### src/rtl/register_bank_rd.sv
// Register bank: single-cycle write port plus a valid/ready read port whose
// answer sits in a one-entry response buffer that holds under backpressure.
//
// state    | meaning
// ---------+-------------------------------------------------------------
// ST_EMPTY | no response held; rd_rsp_valid=0, next request always accepted
// ST_FULL  | response held in r_data/r_err until the consumer takes it
module register_bank_rd #(
   parameter int WIDTH = 8,
   parameter int DEPTH = 8,
   parameter int AW    = $clog2(DEPTH)
) (
   input  logic             clk,
   input  logic             rst,
   input  logic             wr_en,
   input  logic [AW-1:0]    wr_addr,
   input  logic [WIDTH-1:0] wr_data,
   input  logic             rd_req_valid,
   output logic             rd_req_ready,
   input  logic [AW-1:0]    rd_addr,
   output logic             rd_rsp_valid,
   input  logic             rd_rsp_ready,
   output logic [WIDTH-1:0] rd_data,
   output logic             rd_err
);

   typedef enum logic {
      ST_EMPTY = 1'b0,
      ST_FULL  = 1'b1
   } state_t;

   localparam logic [AW:0] DEPTH_L = (AW+1)'(DEPTH);

   state_t           r_state;
   state_t           w_state_nxt;
   logic [WIDTH-1:0] r_mem [DEPTH];
   logic [WIDTH-1:0] r_data;
   logic             r_err;

   logic             w_wr_ok;
   logic             w_rd_ok;
   logic             w_accept;
   logic [WIDTH-1:0] w_rd_sel;

   assign w_wr_ok  = ({1'b0, wr_addr} < DEPTH_L);
   assign w_rd_ok  = ({1'b0, rd_addr} < DEPTH_L);
   assign w_accept = rd_req_valid && rd_req_ready;

   // Write-first: a same-edge write to the requested entry is forwarded.
   always_comb begin
      w_rd_sel = '0;
      if (w_rd_ok) begin
         if (wr_en && w_wr_ok && (wr_addr == rd_addr))
            w_rd_sel = wr_data;
         else
            w_rd_sel = r_mem[rd_addr];
      end
   end

   always_ff @(posedge clk) begin
      if (rst) begin
         for (int i = 0; i < DEPTH; i++)
            r_mem[i] <= '0;
      end else if (wr_en && w_wr_ok) begin
         r_mem[wr_addr] <= wr_data;
      end
   end

   always_ff @(posedge clk) begin
      if (rst) begin
         r_data <= '0;
         r_err  <= 1'b0;
      end else if (w_accept) begin
         r_data <= w_rd_sel;
         r_err  <= !w_rd_ok;
      end
   end

   always_ff @(posedge clk) begin
      if (rst)
         r_state <= ST_EMPTY;
      else
         r_state <= w_state_nxt;
   end

   // rd_req_ready depends only on the buffer state and rd_rsp_ready.
   always_comb begin
      w_state_nxt  = r_state;
      rd_rsp_valid = 1'b0;
      rd_req_ready = 1'b1;
      case (r_state)
         ST_EMPTY: begin
            if (w_accept)
               w_state_nxt = ST_FULL;
         end
         ST_FULL: begin
            rd_rsp_valid = 1'b1;
            rd_req_ready = rd_rsp_ready;
            if (rd_rsp_ready && !w_accept)
               w_state_nxt = ST_EMPTY;
         end
         default: w_state_nxt = ST_EMPTY;
      endcase
   end

   assign rd_data = r_data;
   assign rd_err  = r_err;

endmodule
### config.mk
export PLATFORM = sky130hd
export DESIGN_NAME = register_bank_rd
export DESIGN_NICKNAME = d
export VERILOG_FILES = /design/src/rtl/register_bank_rd.sv
export SDC_FILE = /design/constraint.sdc
export NUM_CORES = 1
export LEC_CHECK = 0
export CORE_MARGIN = 4
export CORE_UTILIZATION = 35
export CTS_CLUSTER_DIAMETER = 30
export DETAILED_ROUTE_END_ITERATION = 16
export PLACE_DENSITY = 0.55
export SYNTH_ARGS = -nofsm -noshare
export SYNTH_HDL_FRONTEND = slang
export SYNTH_SLANG_ARGS = --single-unit
### constraint.sdc
create_clock -name clk -period 1.75 [get_ports clk]
set_input_delay 0.175 -clock clk [delete_from_list [all_inputs] [get_ports clk]]
set_output_delay 0.175 -clock clk [all_outputs]
set_load 0.01 [all_outputs]
==> results of run 1 <==
-- cells by family (layout without fill, tap and decap cells) --
| group | Yosys count | in the layout | share of synthesized area (%) |
|---|---|---|---|
| other | 1 | 1 | 0.1121 |
| buffers and inverters | 34 | 100 | 5.462 |
| multiplexers | 24 | 24 | 13.84 |
| AND/OR/NAND/NOR | 83 | 83 | 13.02 |
| XOR/XNOR | 3 | 3 | 0.7858 |
| flip-flops | 73 | 73 | 62.85 |
| AO/OA/AOI/OAI | 18 | 18 | 3.928 |
-- metal layers --
| layer | vias to the layer above | part of all wire [%] | routed length (um) |
|---|---|---|---|
| li1 | 1058 | - | - |
| met1 | 1136 | 43 | 3695 |
| met2 | 69 | 48 | 4150 |
| met3 | 17 | 6.3 | 541 |
| met4 | 0 | 2.6 | 227 |
| met5 | - | 0 | 0 |
-- stage by stage --
stage | TNS [ns] | util [%] | cells | area (um2) | setup WS (ns)
2_1_floorplan | 0 | - | 236 | 3344 | 0.08575
6_report | 0 | 44.87 | 431 | 4165 | 0.1372
5_1_grt | 0 | 44.87 | 431 | 4165 | 0.05363
4_1_cts | 0 | 44.87 | 431 | 4165 | 0.1123
3_3_place_gp | -13.35 | 43.21 | 415 | 4011 | -0.3166
3_5_place_dp | -8.524 | 43.21 | 415 | 4011 | -0.2483
-- layout make-up --
type / instances / area share [%]
clock inverter: 5 / 0.5407
multi-input combinational: 129 / 25.44
clock buffer: 11 / 3.154
sequential: 73 / 50.47
tap: 129 / 3.875
timing repair buffer: 74 / 15.62
inverter: 10 / 0.9012
-- critical path: cells and delay by family --
kind | cells | cell delay, ns
buffers and inverters | 3 | 0.82
AO/OA/AOI/OAI | 1 | 0.40
AND/OR/NAND/NOR | 2 | 0.29
-- flip-flops by register name, indices dropped and copies added, names as in the netlist --
name and flops:
r_mem 64, r_state 1, rd_data 8
-- layout by cell type, fill, tap and decap left out, drive strengths merged --
cell type and count:
edfxtp 64, nor3 48, buf 46, clkdlybuf4s50 28, nor4 16, mux4 16
clkinv 13, clkbuf 11, nand2 10, dfxtp 9, mux2i 8, o221ai 8
o21ai 6, nand2b 5, xnor2 3, inv 2, o31ai 2, a21oi 2
nor2b 1, nand3 1, and4 1, or2 1, conb 1
-- worst paths after layout --
kind	from	end	slack, ns
worst min register to register	rd_data[4]$_SDFFE_PP0P_	rd_data[4]$_SDFFE_PP0P_	0.47
worst max-delay path	wr_en	r_mem[1][6]$_SDFFCE_PN0P_	0.14
worst min-delay path	rd_req_valid	r_state$_SDFF_PP0_	0.43
worst max register to register	r_state$_SDFF_PP0_	rd_data[6]$_SDFFE_PP0P_	0.18
-- power groups by stage --
stage	combinational (mW)	sequential [mW]	clock (mW)
floorplan	0.253	2.07	0
global route	0.533	2.05	1.18
detailed placement	0.496	2.08	0
global placement	0.493	2.07	0
CTS	0.499	2.04	1.12
finish	0.493	2.04	1.10
==> impl_metrics.tcl, run 1 <==
set metrics [dict create \
    status "completed" \
    drcViolationCount 0 \
    antenna_found_initial 0 \
    p_leak_nw 1.393 \
    clock_sinks 73 \
    area_growth_pct 24.54 \
    worstHoldPathCells 3 \
    start_util_pct 36.02 \
    fin_crit_sh_pct 92.16 \
    p_clk_share_pct 30.3 \
    yosysUniqueCellTypes 29 \
    gp_congestion 0.8203 \
    clock_latency_ns 0.35 \
    p_int_mw 2.744 \
    port_buffers 28 \
    overflow 0 \
    critPathMaxFanout 7 \
    dpl.hpwl_mm 6.042 \
    rows 35 \
    critPathKind "primary input to flip-flop" \
    p_switching_mw 0.8925 \
    layout-drive-gt1-share_pct 22.85 \
    yosys.area.top_type_share_pct 57.46 \
    root_buffer "clkbuf_8" \
    ant_nets 0 \
    synth_edf_count 64 \
    vias_per_cell 5.290 \
    critical-path-top-cell-by-count "buf_4" \
    p_per_area_nw_per_um2 873.0 \
    yosysSeqAreaShare_pct 62.85 \
    crit_arrival_ns 1.68 \
    clockBufferDepth 2 \
    die_area_um2 11180 \
    grt_pass1_wl_mm 13.55 \
    syn-cell-area_um2 3344 \
    reg2regPathDepth 4 \
    worst_path_max_delay_cell "clkdlybuf4s50_1" \
    setup_violations 0 \
    post_cts_buffers 0 \
    fin_skew_ns 0.003802 \
    multi_input_area_um2 1060 \
    core_area_um2 9284 \
    hold_ws_ns 0.4257 \
    synth.most_common_cell "edfxtp_1" \
    synthCells 236 \
    htree_levels 3 \
    vias 2280 \
    yosys_warnings 0 \
    start_kind "primary input" \
    synthTopCellsByCount "edfxtp_1 (64), nor3_1 (48), nor4_1 (16)" \
    wl_per_cell_um 19.99 \
    numCtsBuffers 9 \
    critPathMaxStageDelay_ns 0.45 \
    pin_count 30 \
    grt_busiest_layer "met2" \
    use_met2_pct 26.37 \
    tritoncts "built" \
    synthTopCellsByArea "edfxtp_1 (57%), nor3_1 (7.2%), mux4_2 (6.7%)" \
    grtUsageTotal_pct 16.29 \
    pwr-share-comb_pct 13.6 \
    grt_pass1_vias 2404 \
    die_h_um 105.8 \
    fp.dieW_um 105.8 \
    hold_buffers 0 \
    async_reset_ff_share_pct 0 \
    netSwitchingFraction_pct 24.54 \
    synth_area_leader_cell "edfxtp_1" \
    synth_ff_type "edfxtp_1" \
    clk_pin_slew_worst_paths_ns 0.07 \
    drt-initial-drc-count 114 \
    max_freq_mhz 620.0 \
    gr-usage-met1_pct 21.27 \
    register_area_um2 2102 \
    required_ns 1.82 \
    first_pass_iters 6 \
    finalHoldViolCount 0 \
    grt_max_degree 33 \
    final_max_slew_viol_count 0 \
    diodes 0 \
    post_cts_resized 0 \
    avgSynthCellArea_um2 14.17 \
    syn_nets 255 \
    maxCapViolations 0 \
    finalPower_mw 3.636 \
    tightest_slew_ns 1.020 \
    fin_nets 316 \
    grt_use_met3_pct 2.572 \
    p_seq_share_pct 56.1 \
    fillers 873 \
    fin_crit_ns 1.613 \
    ir_drop_mv 0.3582 \
    rsz0062_at_grt "no" \
    worstPathCellList "clkdlybuf4s50_1, nor2b_1, buf_4, nand2_1, o31ai_1, buf_4" \
    ys_ff_latch 73 \
    min_path_type "primary input to flip-flop" \
    end_kind "flip-flop" \
    max_slew_margin_pct 32.00 \
    wirelength_mm 8.615 \
]
(Power assumes the default switching activity.)
==> run 2, diff against run 1 <==
--- a/config.mk
+++ b/config.mk
@@ -9,6 +9,7 @@
 export CORE_UTILIZATION = 35
 export CTS_CLUSTER_DIAMETER = 30
 export DETAILED_ROUTE_END_ITERATION = 16
+export HOLD_SLACK_MARGIN = 0.05
 export PLACE_DENSITY = 0.55
 export SYNTH_ARGS = -nofsm -noshare
 export SYNTH_HDL_FRONTEND = slang
==> constraint.sdc (replaced) <==
create_clock -name clk -period 1.75 [get_ports clk]
set_input_delay 0.175 -clock clk [delete_from_list [all_inputs] [get_ports clk]]
set_output_delay 0.175 -clock clk [all_outputs]
set_load 0.02 [all_outputs]
==> results of run 2 <==
The final DEF is identical to that of run 1. Status: completed.
Among the figures that moved: setup slack after layout 0.1372 ns -> 0.1070 ns; start point of the critical path wr_en -> r_state$_SDFF_PP0_; end point of the critical path r_mem[1][6]$_SDFFCE_PN0P_ -> rd_req_ready; total power 3.636 mW -> 3.652 mW; worst IR drop on VDD 0.3582 mV -> 0.3592 mV
==> run 3, diff against run 2 <==
--- a/config.mk
+++ b/config.mk
@@ -5,7 +5,7 @@
 export SDC_FILE = /design/constraint.sdc
 export NUM_CORES = 1
 export LEC_CHECK = 0
-export CORE_MARGIN = 4
+export CORE_MARGIN = 2
 export CORE_UTILIZATION = 35
 export CTS_CLUSTER_DIAMETER = 30
 export DETAILED_ROUTE_END_ITERATION = 16
==> impl_metrics.tcl, run 3 (same netlist as run 1, synthesis figures left out) <==
set metrics [dict create \
    tns_ns 0 \
    largest_reg_flops 64 \
    hold_start "rd_req_valid" \
    drcViolationCount 0 \
    place_area_um2 4021 \
    finalHoldViolCount 0 \
    final_cell_mix "edfxtp_1 (64), nor3_1 (48), buf_4 (48)" \
    p_per_area_nw_per_um2 950.1 \
    core_area_um2 9240 \
    numCtsBuffers 9 \
    fp.dieW_um 101.8 \
    grt_max_degree 18 \
    grt_pass1_wl_mm 12.85 \
    gp_congestion 0.8022 \
    start_util_pct 36.19 \
    critPathMaxStageDelay_ns 0.59 \
    ir_drop_mv 0.7211 \
    die_h_um 101.8 \
    tightest_slew_ns 0.8843 \
    fillers 861 \
    dpl.hpwl_mm 5.916 \
    clock_sinks 73 \
    fin_skew_ns 0.007775 \
    layout-drive-gt1-share_pct 24.92 \
    grtUsageTotal_pct 17.37 \
    stdcell_area_um2 4248 \
    worstPathCellList "clkdlybuf4s50_1, nand2b_1, buf_4, clkdlybuf4s50_1" \
    port_buffers 28 \
    r2r_setup_slack_ns 0.31 \
    maxCapViolations 0 \
    htree_levels 3 \
    largest_register "r_mem" \
    hold_buffers 0 \
    start_kind "primary input" \
    first_pass_iters 4 \
    root_buffer "clkbuf_8" \
    die_area_um2 10350 \
    diodes 0 \
    rsz0062_at_grt "no" \
    timing.rr.end "rd_data[7]$_SDFFE_PP0P_" \
    critPathMaxFanout 3 \
    max_freq_mhz 604.7 \
    crit_arrival_ns 1.48 \
    reg2regPathDepth 4 \
    critPathKind "primary input to primary output" \
    area_growth_pct 27.01 \
    grt_pass1_vias 2316 \
    final_max_slew_viol_count 0 \
    cp_num_buf_inv 3 \
    fin_crit_ns 1.654 \
    wl_per_cell_um 19.00 \
    reg2reg_from "r_state$_SDFF_PP0_" \
    min_path_type "primary input to flip-flop" \
    fin_nets 319 \
    wirelength_mm 8.246 \
    clock_latency_ns 0.35 \
    status "completed" \
    clk_pin_slew_worst_paths_ns 0.08 \
    p_leak_nw 1.429 \
    fin_crit_sh_pct 94.50 \
    end_kind "primary output" \
    tritoncts "built" \
    ant_nets 0 \
    drt-initial-drc-count 126 \
    critPathLaunch "rd_rsp_ready" \
    setup_violations 0 \
    critical-path-top-cell-by-count "clkdlybuf4s50_1" \
    final_common_cell "edfxtp_1" \
    overflow 0 \
    pin_count 30 \
    vias_per_cell 5.161 \
    clockBufferDepth 2 \
    antenna_found_initial 0 \
    required_ns 1.57 \
    post_cts_resized 0 \
    post_cts_buffers 0 \
    rows 35 \
    worst_path_max_delay_cell "clkdlybuf4s50_1" \
    worstHoldPathCells 3 \
    whs_endpoint "r_state$_SDFF_PP0_" \
    vias 2240 \
    crit_family "buffers and inverters" \
    max_slew_margin_pct 41.05 \
]
-- run 3: cell types whose count changed in the layout (fill, tap and decap cells not counted) --
cell	previous run	this run
buf_12	2	1
clkinv_4	0	2
inv_6	0	2
buf_4	44	48
bufinv_16	0	2
clkinv_1	10	8
clkinvlp_4	0	1
clkinv_2	3	0
clkbuf_1	2	0
-- run 3: layout make-up --
type	instances	area (um2)	share of cell area (%)
multi-input combinational	129	1060	24.95
inverter	10	37.54	0.8837
timing repair buffer	77	660.6	15.55
tap	129	161.4	3.800
clock inverter	7	102.6	2.415
sequential	73	2102	49.48
clock buffer	9	123.9	2.916
-- run 3: tightest hold or removal path: stages --
cell and delay [ns]:
clkdlybuf4s50_1 0.45, inv_1 0.07, a21oi_1 0.05
-- run 3: layer usage --
layer	vias to the layer above	wire length [um]	global-route usage, %
met5	-	0	0
met4	0	76	6.237
met3	6	374	3.727
met2	59	4266	29.30
met1	1113	3528	22.09
li1	1062	-	-
-- run 3: how the worst max path moves through the flow --
stage	end	slack, ns	cells after the start
final	rd_req_ready	0.1	4
after global routing	r_mem[0][6]$_SDFFCE_PN0P_	0.008	6
after CTS	rd_req_ready	0.07	3
after detailed placement	r_mem[0][1]$_SDFFCE_PN0P_	-0.20	6
after global placement	r_mem[0][1]$_SDFFCE_PN0P_	-0.15	6
after floorplan	r_mem[1][0]$_SDFFCE_PN0P_	0.09	3
-- run 3: where the power goes --
part	internal, mW	total (mW)	switching, mW
Clock	0.817	1.50	0.679
Sequential	2.00	2.04	0.0345
Combinational	0.243	0.503	0.260
Total	3.06	4.04	0.974
-- run 3: metrics by stage --
step / power (mW) / hold WS, ns / utilization, % / cells / worst slack [ns]
2_1_floorplan: 2.341 / 0.2441 / - / 236 / 0.08575
3_3_place_gp: 2.578 / 0.4449 / 43.52 / 418 / -0.1458
3_5_place_dp: 2.586 / 0.4470 / 43.52 / 418 / -0.1981
4_1_cts: 4.087 / 0.4071 / 45.97 / 434 / 0.06903
5_1_grt: 4.184 / 0.4418 / 45.97 / 434 / 0.007949
6_report: 4.036 / 0.4316 / 45.97 / 434 / 0.09626
